===== src/rtl/pulse_reg_mc.sv =====
// pulse_reg_mc
// Multi-channel pulse parameter register. Decodes the pulse command word and
// keeps a shadow (staging) and an active (output) copy of env/phase/freq/amp/cfg
// for each of N_CHAN pulse channels. Shadow fields can hold, load from the
// command word, load from the processor register operand, or accumulate the
// operand. A commit copies shadow to active on the selected channel, or on all
// channels when broadcasting.
//
// Ports:
//   clk            clock
//   reset          synchronous active-high reset, clears every register
//   pulse_cmd_in   command word |env_op|env|phase_op|phase|freq_op|freq|amp_op|amp|cfg_wen|cfg|
//   reg_in         processor register operand for load-from-reg and accumulate
//   chan_sel       target channel (ignored when bcast_in=1)
//   bcast_in       apply write and/or commit to every channel
//   pulse_write_en shadow update strobe
//   cstrobe_in     commit strobe (shadow -> active)
//   env_out .. cfg_out  active fields, channel 0 in the LSBs
//   cstrobe_out    per-channel one-cycle commit strobe
//   pending_out    per-channel "shadow written since last commit"
//   sel_err_out    one-cycle pulse after an access to a nonexistent channel
module pulse_reg_mc #(
    parameter int N_CHAN         = 4,
    parameter int DATA_WIDTH     = 32,
    parameter int ENV_WORD_WIDTH = 24,
    parameter int PHASE_WIDTH    = 17,
    parameter int FREQ_WIDTH     = 9,
    parameter int AMP_WIDTH      = 16,
    parameter int CFG_WIDTH      = 4,
    parameter int CHAN_W         = (N_CHAN > 1) ? $clog2(N_CHAN) : 1,
    parameter int CMD_W          = ENV_WORD_WIDTH + PHASE_WIDTH + FREQ_WIDTH
                                   + AMP_WIDTH + CFG_WIDTH + 9
) (
    input  logic                               clk,
    input  logic                               reset,
    input  logic [CMD_W-1:0]                   pulse_cmd_in,
    input  logic [DATA_WIDTH-1:0]              reg_in,
    input  logic [CHAN_W-1:0]                  chan_sel,
    input  logic                               bcast_in,
    input  logic                               pulse_write_en,
    input  logic                               cstrobe_in,
    output logic [N_CHAN*ENV_WORD_WIDTH-1:0]   env_out,
    output logic [N_CHAN*PHASE_WIDTH-1:0]      phase_out,
    output logic [N_CHAN*FREQ_WIDTH-1:0]       freq_out,
    output logic [N_CHAN*AMP_WIDTH-1:0]        amp_out,
    output logic [N_CHAN*CFG_WIDTH-1:0]        cfg_out,
    output logic [N_CHAN-1:0]                  cstrobe_out,
    output logic [N_CHAN-1:0]                  pending_out,
    output logic                               sel_err_out
);

    // Bit positions of each field in the command word, built up from the LSB.
    localparam int CFG_LO   = 0;
    localparam int CFG_WEN  = CFG_LO + CFG_WIDTH;
    localparam int AMP_LO   = CFG_WEN + 1;
    localparam int AMP_OP   = AMP_LO + AMP_WIDTH;
    localparam int FREQ_LO  = AMP_OP + 2;
    localparam int FREQ_OP  = FREQ_LO + FREQ_WIDTH;
    localparam int PHASE_LO = FREQ_OP + 2;
    localparam int PHASE_OP = PHASE_LO + PHASE_WIDTH;
    localparam int ENV_LO   = PHASE_OP + 2;
    localparam int ENV_OP   = ENV_LO + ENV_WORD_WIDTH;

    logic [1:0]                env_op, phase_op, freq_op, amp_op;
    logic                      cfg_wen;
    logic [ENV_WORD_WIDTH-1:0] env_cmd;
    logic [PHASE_WIDTH-1:0]    phase_cmd;
    logic [FREQ_WIDTH-1:0]     freq_cmd;
    logic [AMP_WIDTH-1:0]      amp_cmd;
    logic [CFG_WIDTH-1:0]      cfg_cmd;
    logic [31:0]               reg_ext;
    logic [31:0]               sel_ext;
    logic                      sel_bad;
    logic                      any_en;
    logic [N_CHAN-1:0]         wr_hit, cm_hit;

    logic [ENV_WORD_WIDTH-1:0] env_sh   [N_CHAN], env_act   [N_CHAN], env_nx   [N_CHAN];
    logic [PHASE_WIDTH-1:0]    phase_sh [N_CHAN], phase_act [N_CHAN], phase_nx [N_CHAN];
    logic [FREQ_WIDTH-1:0]     freq_sh  [N_CHAN], freq_act  [N_CHAN], freq_nx  [N_CHAN];
    logic [AMP_WIDTH-1:0]      amp_sh   [N_CHAN], amp_act   [N_CHAN], amp_nx   [N_CHAN];
    logic [CFG_WIDTH-1:0]      cfg_sh   [N_CHAN], cfg_act   [N_CHAN], cfg_nx   [N_CHAN];

    // Field update rule, evaluated at 32 bits; callers truncate to the field
    // width, which gives the modulo-2^W wrap for accumulate.
    function automatic logic [31:0] apply_op(input logic [1:0]  op,
                                             input logic [31:0] cur,
                                             input logic [31:0] cmdv,
                                             input logic [31:0] regv);
        logic [31:0] res;
        case (op)
            2'b10:   res = cmdv;
            2'b11:   res = regv;
            2'b01:   res = cur + regv;
            default: res = cur;
        endcase
        return res;
    endfunction

    assign env_op    = pulse_cmd_in[ENV_OP +: 2];
    assign env_cmd   = pulse_cmd_in[ENV_LO +: ENV_WORD_WIDTH];
    assign phase_op  = pulse_cmd_in[PHASE_OP +: 2];
    assign phase_cmd = pulse_cmd_in[PHASE_LO +: PHASE_WIDTH];
    assign freq_op   = pulse_cmd_in[FREQ_OP +: 2];
    assign freq_cmd  = pulse_cmd_in[FREQ_LO +: FREQ_WIDTH];
    assign amp_op    = pulse_cmd_in[AMP_OP +: 2];
    assign amp_cmd   = pulse_cmd_in[AMP_LO +: AMP_WIDTH];
    assign cfg_wen   = pulse_cmd_in[CFG_WEN];
    assign cfg_cmd   = pulse_cmd_in[CFG_LO +: CFG_WIDTH];

    assign reg_ext = 32'(reg_in);
    assign sel_ext = 32'(chan_sel);
    assign sel_bad = !bcast_in && (sel_ext >= 32'(N_CHAN));
    assign any_en  = (env_op != 2'b00) || (phase_op != 2'b00) || (freq_op != 2'b00)
                     || (amp_op != 2'b00) || cfg_wen;

    // Per-channel targeting. An out-of-range chan_sel matches no channel, so a
    // bad access changes nothing and only raises sel_err_out.
    always_comb begin
        wr_hit = '0;
        cm_hit = '0;
        for (int ch = 0; ch < N_CHAN; ch++) begin
            wr_hit[ch] = pulse_write_en && (bcast_in || (sel_ext == 32'(ch)));
            cm_hit[ch] = cstrobe_in && (bcast_in || (sel_ext == 32'(ch)));
        end
    end

    // Candidate next shadow per channel; accumulate uses each channel's own shadow.
    always_comb begin
        for (int ch = 0; ch < N_CHAN; ch++) begin
            env_nx[ch]   = ENV_WORD_WIDTH'(apply_op(env_op, 32'(env_sh[ch]), 32'(env_cmd), reg_ext));
            phase_nx[ch] = PHASE_WIDTH'(apply_op(phase_op, 32'(phase_sh[ch]), 32'(phase_cmd), reg_ext));
            freq_nx[ch]  = FREQ_WIDTH'(apply_op(freq_op, 32'(freq_sh[ch]), 32'(freq_cmd), reg_ext));
            amp_nx[ch]   = AMP_WIDTH'(apply_op(amp_op, 32'(amp_sh[ch]), 32'(amp_cmd), reg_ext));
            cfg_nx[ch]   = cfg_wen ? cfg_cmd : cfg_sh[ch];
        end
    end

    // Shadow/active registers. A commit in the same cycle as a write takes the
    // post-write shadow, and the commit clears pending even though a write landed.
    always_ff @(posedge clk) begin
        if (reset) begin
            for (int ch = 0; ch < N_CHAN; ch++) begin
                env_sh[ch]    <= '0;
                phase_sh[ch]  <= '0;
                freq_sh[ch]   <= '0;
                amp_sh[ch]    <= '0;
                cfg_sh[ch]    <= '0;
                env_act[ch]   <= '0;
                phase_act[ch] <= '0;
                freq_act[ch]  <= '0;
                amp_act[ch]   <= '0;
                cfg_act[ch]   <= '0;
            end
            cstrobe_out <= '0;
            pending_out <= '0;
            sel_err_out <= 1'b0;
        end else begin
            for (int ch = 0; ch < N_CHAN; ch++) begin
                if (wr_hit[ch]) begin
                    env_sh[ch]   <= env_nx[ch];
                    phase_sh[ch] <= phase_nx[ch];
                    freq_sh[ch]  <= freq_nx[ch];
                    amp_sh[ch]   <= amp_nx[ch];
                    cfg_sh[ch]   <= cfg_nx[ch];
                end
                if (cm_hit[ch]) begin
                    env_act[ch]   <= wr_hit[ch] ? env_nx[ch]   : env_sh[ch];
                    phase_act[ch] <= wr_hit[ch] ? phase_nx[ch] : phase_sh[ch];
                    freq_act[ch]  <= wr_hit[ch] ? freq_nx[ch]  : freq_sh[ch];
                    amp_act[ch]   <= wr_hit[ch] ? amp_nx[ch]   : amp_sh[ch];
                    cfg_act[ch]   <= wr_hit[ch] ? cfg_nx[ch]   : cfg_sh[ch];
                end
                cstrobe_out[ch] <= cm_hit[ch];
                if (cm_hit[ch]) begin
                    pending_out[ch] <= 1'b0;
                end else if (wr_hit[ch] && any_en) begin
                    pending_out[ch] <= 1'b1;
                end
            end
            sel_err_out <= sel_bad && (pulse_write_en || cstrobe_in);
        end
    end

    // Pack the active sets onto the flat output buses, channel 0 in the LSBs.
    for (genvar g = 0; g < N_CHAN; g++) begin : g_pack
        assign env_out[g*ENV_WORD_WIDTH +: ENV_WORD_WIDTH] = env_act[g];
        assign phase_out[g*PHASE_WIDTH +: PHASE_WIDTH]     = phase_act[g];
        assign freq_out[g*FREQ_WIDTH +: FREQ_WIDTH]        = freq_act[g];
        assign amp_out[g*AMP_WIDTH +: AMP_WIDTH]           = amp_act[g];
        assign cfg_out[g*CFG_WIDTH +: CFG_WIDTH]           = cfg_act[g];
    end

endmodule


===== config.mk =====
export PLATFORM = sky130hd
export DESIGN_NAME = pulse_reg_mc
export DESIGN_NICKNAME = d
export VERILOG_FILES = /design/src/rtl/pulse_reg_mc.sv
export SDC_FILE = /design/constraint.sdc
export NUM_CORES = 2
export LEC_CHECK = 0
export ABC_CLOCK_PERIOD_IN_PS = 3700
export CAP_MARGIN = 25
export CORE_MARGIN = 2
export CORE_UTILIZATION = 40
export DETAILED_ROUTE_END_ITERATION = 7
export GPL_ROUTABILITY_DRIVEN = 0
export GPL_TIMING_DRIVEN = 0
export PLACE_DENSITY_LB_ADDON = 0.25
export SLEW_MARGIN = 20
export SYNTH_ARGS = -nofsm -noshare
export SYNTH_HDL_FRONTEND = slang
export SYNTH_SLANG_ARGS = --single-unit

===== constraint.sdc =====
create_clock -name clk -period 3.7 [get_ports clk]
set_clock_uncertainty 0.15 [all_clocks]
set_input_delay 0.37 -clock clk [delete_from_list [all_inputs] [get_ports clk]]
set_output_delay 0.37 -clock clk [all_outputs]
set_load 0.02 [all_outputs]

==> impl_metrics.csv <==
group,metric,value,unit
timing,worstMarginPinSlew,1.364,ns
logic_synthesis,synth_edf_count,560,
logic_synthesis,synth_mux_area_frac,0.01701,
die,dieArea,100300,um2
placement,place_area,45400,um2
die,chipWidth,316.7,um
worst_hold_path,hold_path.class,"register to register",
logic_synthesis,synth_top_family_by_area,"compound AO/OA/AOI/OAI gates",
status,outcome,"finished, violations left",
grt,grt_max_degree,47,
logic_synthesis,ys_seq_elements,568,
logic_synthesis,synthDistinctLibCells,92,
logic_synthesis,syn_nets,4625,
drt,drc,223,
drt,dr_total_vias,40330,
layout,postLayoutCellArea,48120,um2
drt,postRouteWirelength,196100,um
timing,whs,0.3210,ns
timing,post-route-period-util,1.059,
power_and_ir_drop,p_leak,18.81,nW
drt,drtPass1Iterations,8,
setup_path,critPathSlowestCell,"clkdlybuf4s15_1",
setup_path,start_kind,"primary input",
setup_path,path_cells,"clkdlybuf4s50_1 -> inv_1 -> a21o_1 -> and2_1 -> clkbuf_1 -> clkdlybuf4s15_1 -> buf_1 -> a211oi_1",
grt,grt_overflow,0,
grt,first_global_vias,36590,
die,core_area,96850,um2
logic_synthesis,ys_seq_area_frac,0.4339,
layout,final_nets,5131,
setup_path,critPathMaxFanout,10,
timing,layout_setup_ws,-0.2172,ns
setup_path,cp-end-kind,"register",
logic_synthesis,syn_inst,4243,
timing,setup_viol,70,
placement,hpwl,142100,um
layout,seqCellArea,16980,um2
logic_synthesis,synth_area_leader_cell,"edfxtp_1",
setup_path,worst-endpoint-required,3.84,ns
logic_synthesis,yosysTopAreaCellShare,0.4298,
timing,post-route-min-period,3.917,ns
timing,final.setup.tns,-9.013,ns
logic_synthesis,synthXorXnorAreaFrac,0.03940,
timing,slew_headroom,0.09055,
logic_synthesis,synthAdderAreaFrac,0.08750,
die,placement_rows,114,
power_and_ir_drop,vdd_drop_max,0.3430,mV
drt,ant_nets,0,
layout,multi_input_area,21160,um2
clock_tree,worstSkewPairLatency,0.69,ns
power_and_ir_drop,power,21.31,mW
setup_path,crit_buf_inv,5,
drt,wl_per_cell,32.19,um
run,maxCapViolations,0,
placement,place_ws,-1.148,ns
grt,grt_util_all_layers,0.3785,
placement,io_buffers,392,
layout,area_growth_syn_to_layout,23.01,%
timing,finalHoldViolCount,0,
clock_tree,cts_root_buf,"clkbuf_16",
drt,first_iter_violations,7012,
setup_path,path_class,"primary input to register",
logic_synthesis,yosys.area_share.simple,0.1496,
drt,via_per_inst,6.620,
layout,fill_cells,9052,
clock_tree,cts_buffer_depth,3,
logic_synthesis,synth_area,39120,um2
die,initial_utilization,0.4039,
timing,max_freq,0.2553,GHz
status,violations,"DRC, setup timing",
clock_tree,cts_buffers,70,
logic_synthesis,yosys-top-cells-area,"edfxtp_1, ha_1, a21oi_1",
die,ioPinCount,407,
timing,rsz0062_at_grt,"yes",
logic_synthesis,async_flop_share,0,
logic_synthesis,synth_flop_cell,"edfxtp_1",
clock_tree,clk_pin_slew,0.06,ns
setup_path,max_stage_delay,0.90,ns
setup_path,arrival,4.06,ns
grt,antenna_found_initial,15,
die,fp.dieH,316.7,um
clock_tree,cts_tree,"yes",
setup_path,critPathTopFamily,"buffers and inverters",
logic_synthesis,yosysWarningCount,0,
logic_synthesis,syn_avg_cell_area,9.220,um2
clock_tree,cts_max_level,3,
power_and_ir_drop,p_per_area,442.8,nW/um2
layout,layout-drive-gt1-share,0.06595,
grt,grt_pass1_wl,267300,um
timing,slew_violations,0,
logic_synthesis,synth-compound-area-share,0.2405,
clock_tree,cts_sinks,568,
state kept, by name, indices dropped and copies added, names as in the netlist:
name         cells
amp_act         64
amp_sh          64
cfg_act         16
cfg_sh          16
cstrobe_out      4
env_act         96
env_sh          96
freq_act        36
freq_sh         36
pending_out      4
phase_act       68
phase_sh        68
path summary, 6_finish.rpt:
path	from	end	slack, ns	cells past startpoint
setup / recovery	chan_sel[0]	env_act[2][0]$_SDFFCE_PN0P_	-0.22	8
hold / removal	pending_out[3]$_SDFFE_PP0P_	pending_out[3]$_SDFFE_PP0P_	0.32	2
setup reg to reg	env_sh[0][76]$_SDFFCE_PN0P_	env_act[3][23]$_SDFFCE_PN0P_	-0.03	10
hold reg to reg	pending_out[3]$_SDFFE_PP0P_	pending_out[3]$_SDFFE_PP0P_	0.32	2
cell usage after synthesis (40+ instances only):
cell	n
mux2i_1	53
nand2b_1	49
o21a_1	65
a211oi_1	83
or3_1	45
nor2b_1	45
nand2_1	301
o22ai_1	44
nand3_1	59
a21o_1	106
clkbuf_1	185
o21ai_0	439
xnor2_1	117
nor2_1	579
inv_1	106
ha_1	248
a21oi_1	465
xor2_1	59
edfxtp_1	560
and2_1	52
nor3_1	117
o211ai_1	40
cell families (layout without fill, tap and decap cells):
| group | Yosys count | in the layout |
|---|---|---|
| AO/OA/AOI/OAI | 1523 | 1523 |
| AND/OR/NAND/NOR | 1317 | 1317 |
| flip-flops | 568 | 568 |
| adder cells (fa/ha/maj) | 264 | 264 |
| other | 1 | 10 |
| XOR/XNOR | 176 | 176 |
| multiplexers | 62 | 62 |
| buffers and inverters | 332 | 896 |
area by class of cell:
cell class / count / share of cell area
antenna: 9 / 0.0004680
buffer: 221 / 0.01880
clock inverter: 48 / 0.01110
clock buffer: 82 / 0.03819
tap: 1276 / 0.03318
sequential: 568 / 0.3528
inverter: 109 / 0.008632
timing repair buffer: 436 / 0.09716
multi-input combinational: 3343 / 0.4397
cells in the final DEF, fill, tap and decap left out, types with 18 or more instances in the layout:
master,n
o211ai_1,40
and3_1,25
o221ai_1,18
nor2_1,575
nand2_1,300
or3_1,45
and2_1,52
inv_1,104
nand3_1,59
nand2b_1,45
nor3_1,115
clkbuf_16,71
xor2_1,59
o21ai_0,435
nor2b_1,45
clkbuf_2,25
a21oi_1,453
xnor2_1,117
a31oi_1,33
a21o_1,102
buf_2,23
o22ai_1,44
clkdlybuf4s50_1,375
buf_1,28
ha_1,248
mux2i_1,53
a211oi_1,76
clkbuf_1,165
edfxtp_1,560
o21a_1,65
a21boi_0,20
o21bai_1,32
repair_timing:
item | CTS | global route
endpoints found under the setup margin | 22 | 80
pin swaps | 0 | 5
hold buffers | 0 | 0
gates resized for setup | 17 | 50
setup buffers | 0 | 1
hold endpoints to repair | 0 | 0
power by group:
part | internal (mW) | switching [mW]
Combinational | 2.09 | 3.88
Clock | 4.18 | 3.19
Sequential | 7.64 | 0.318
Total | 13.9 | 7.39
per-stage QoR:
stage | std cells | util
2_1_floorplan | 4243 | -
3_3_place_gp | 5911 | 0.4609
3_5_place_dp | 5947 | 0.4688
4_1_cts | 6077 | 0.4938
5_1_grt | 6085 | 0.4967
6_report | 6092 | 0.4969
layer usage:
| metal | GRT usage | wire (um) |
|---|---|---|
| met5 | 0.009470 | 264 |
| met4 | 0.2928 | 18750 |
| met3 | 0.1712 | 33200 |
| met2 | 0.5187 | 76890 |
| met1 | 0.4594 | 66990 |
worst reg2reg max path, cell delays in order, from the launching register on:
cell	delay [ns]
edfxtp_1	0.43
ha_1	0.38
o21a_1	0.22
o21a_1	0.18
a21oi_2	0.24
o211ai_1	0.18
a21o_1	0.26
a311oi_2	0.33
mux2_2	0.40
a221oi_4	0.43
a21oi_2	0.20
(Power assumes the default switching activity.)
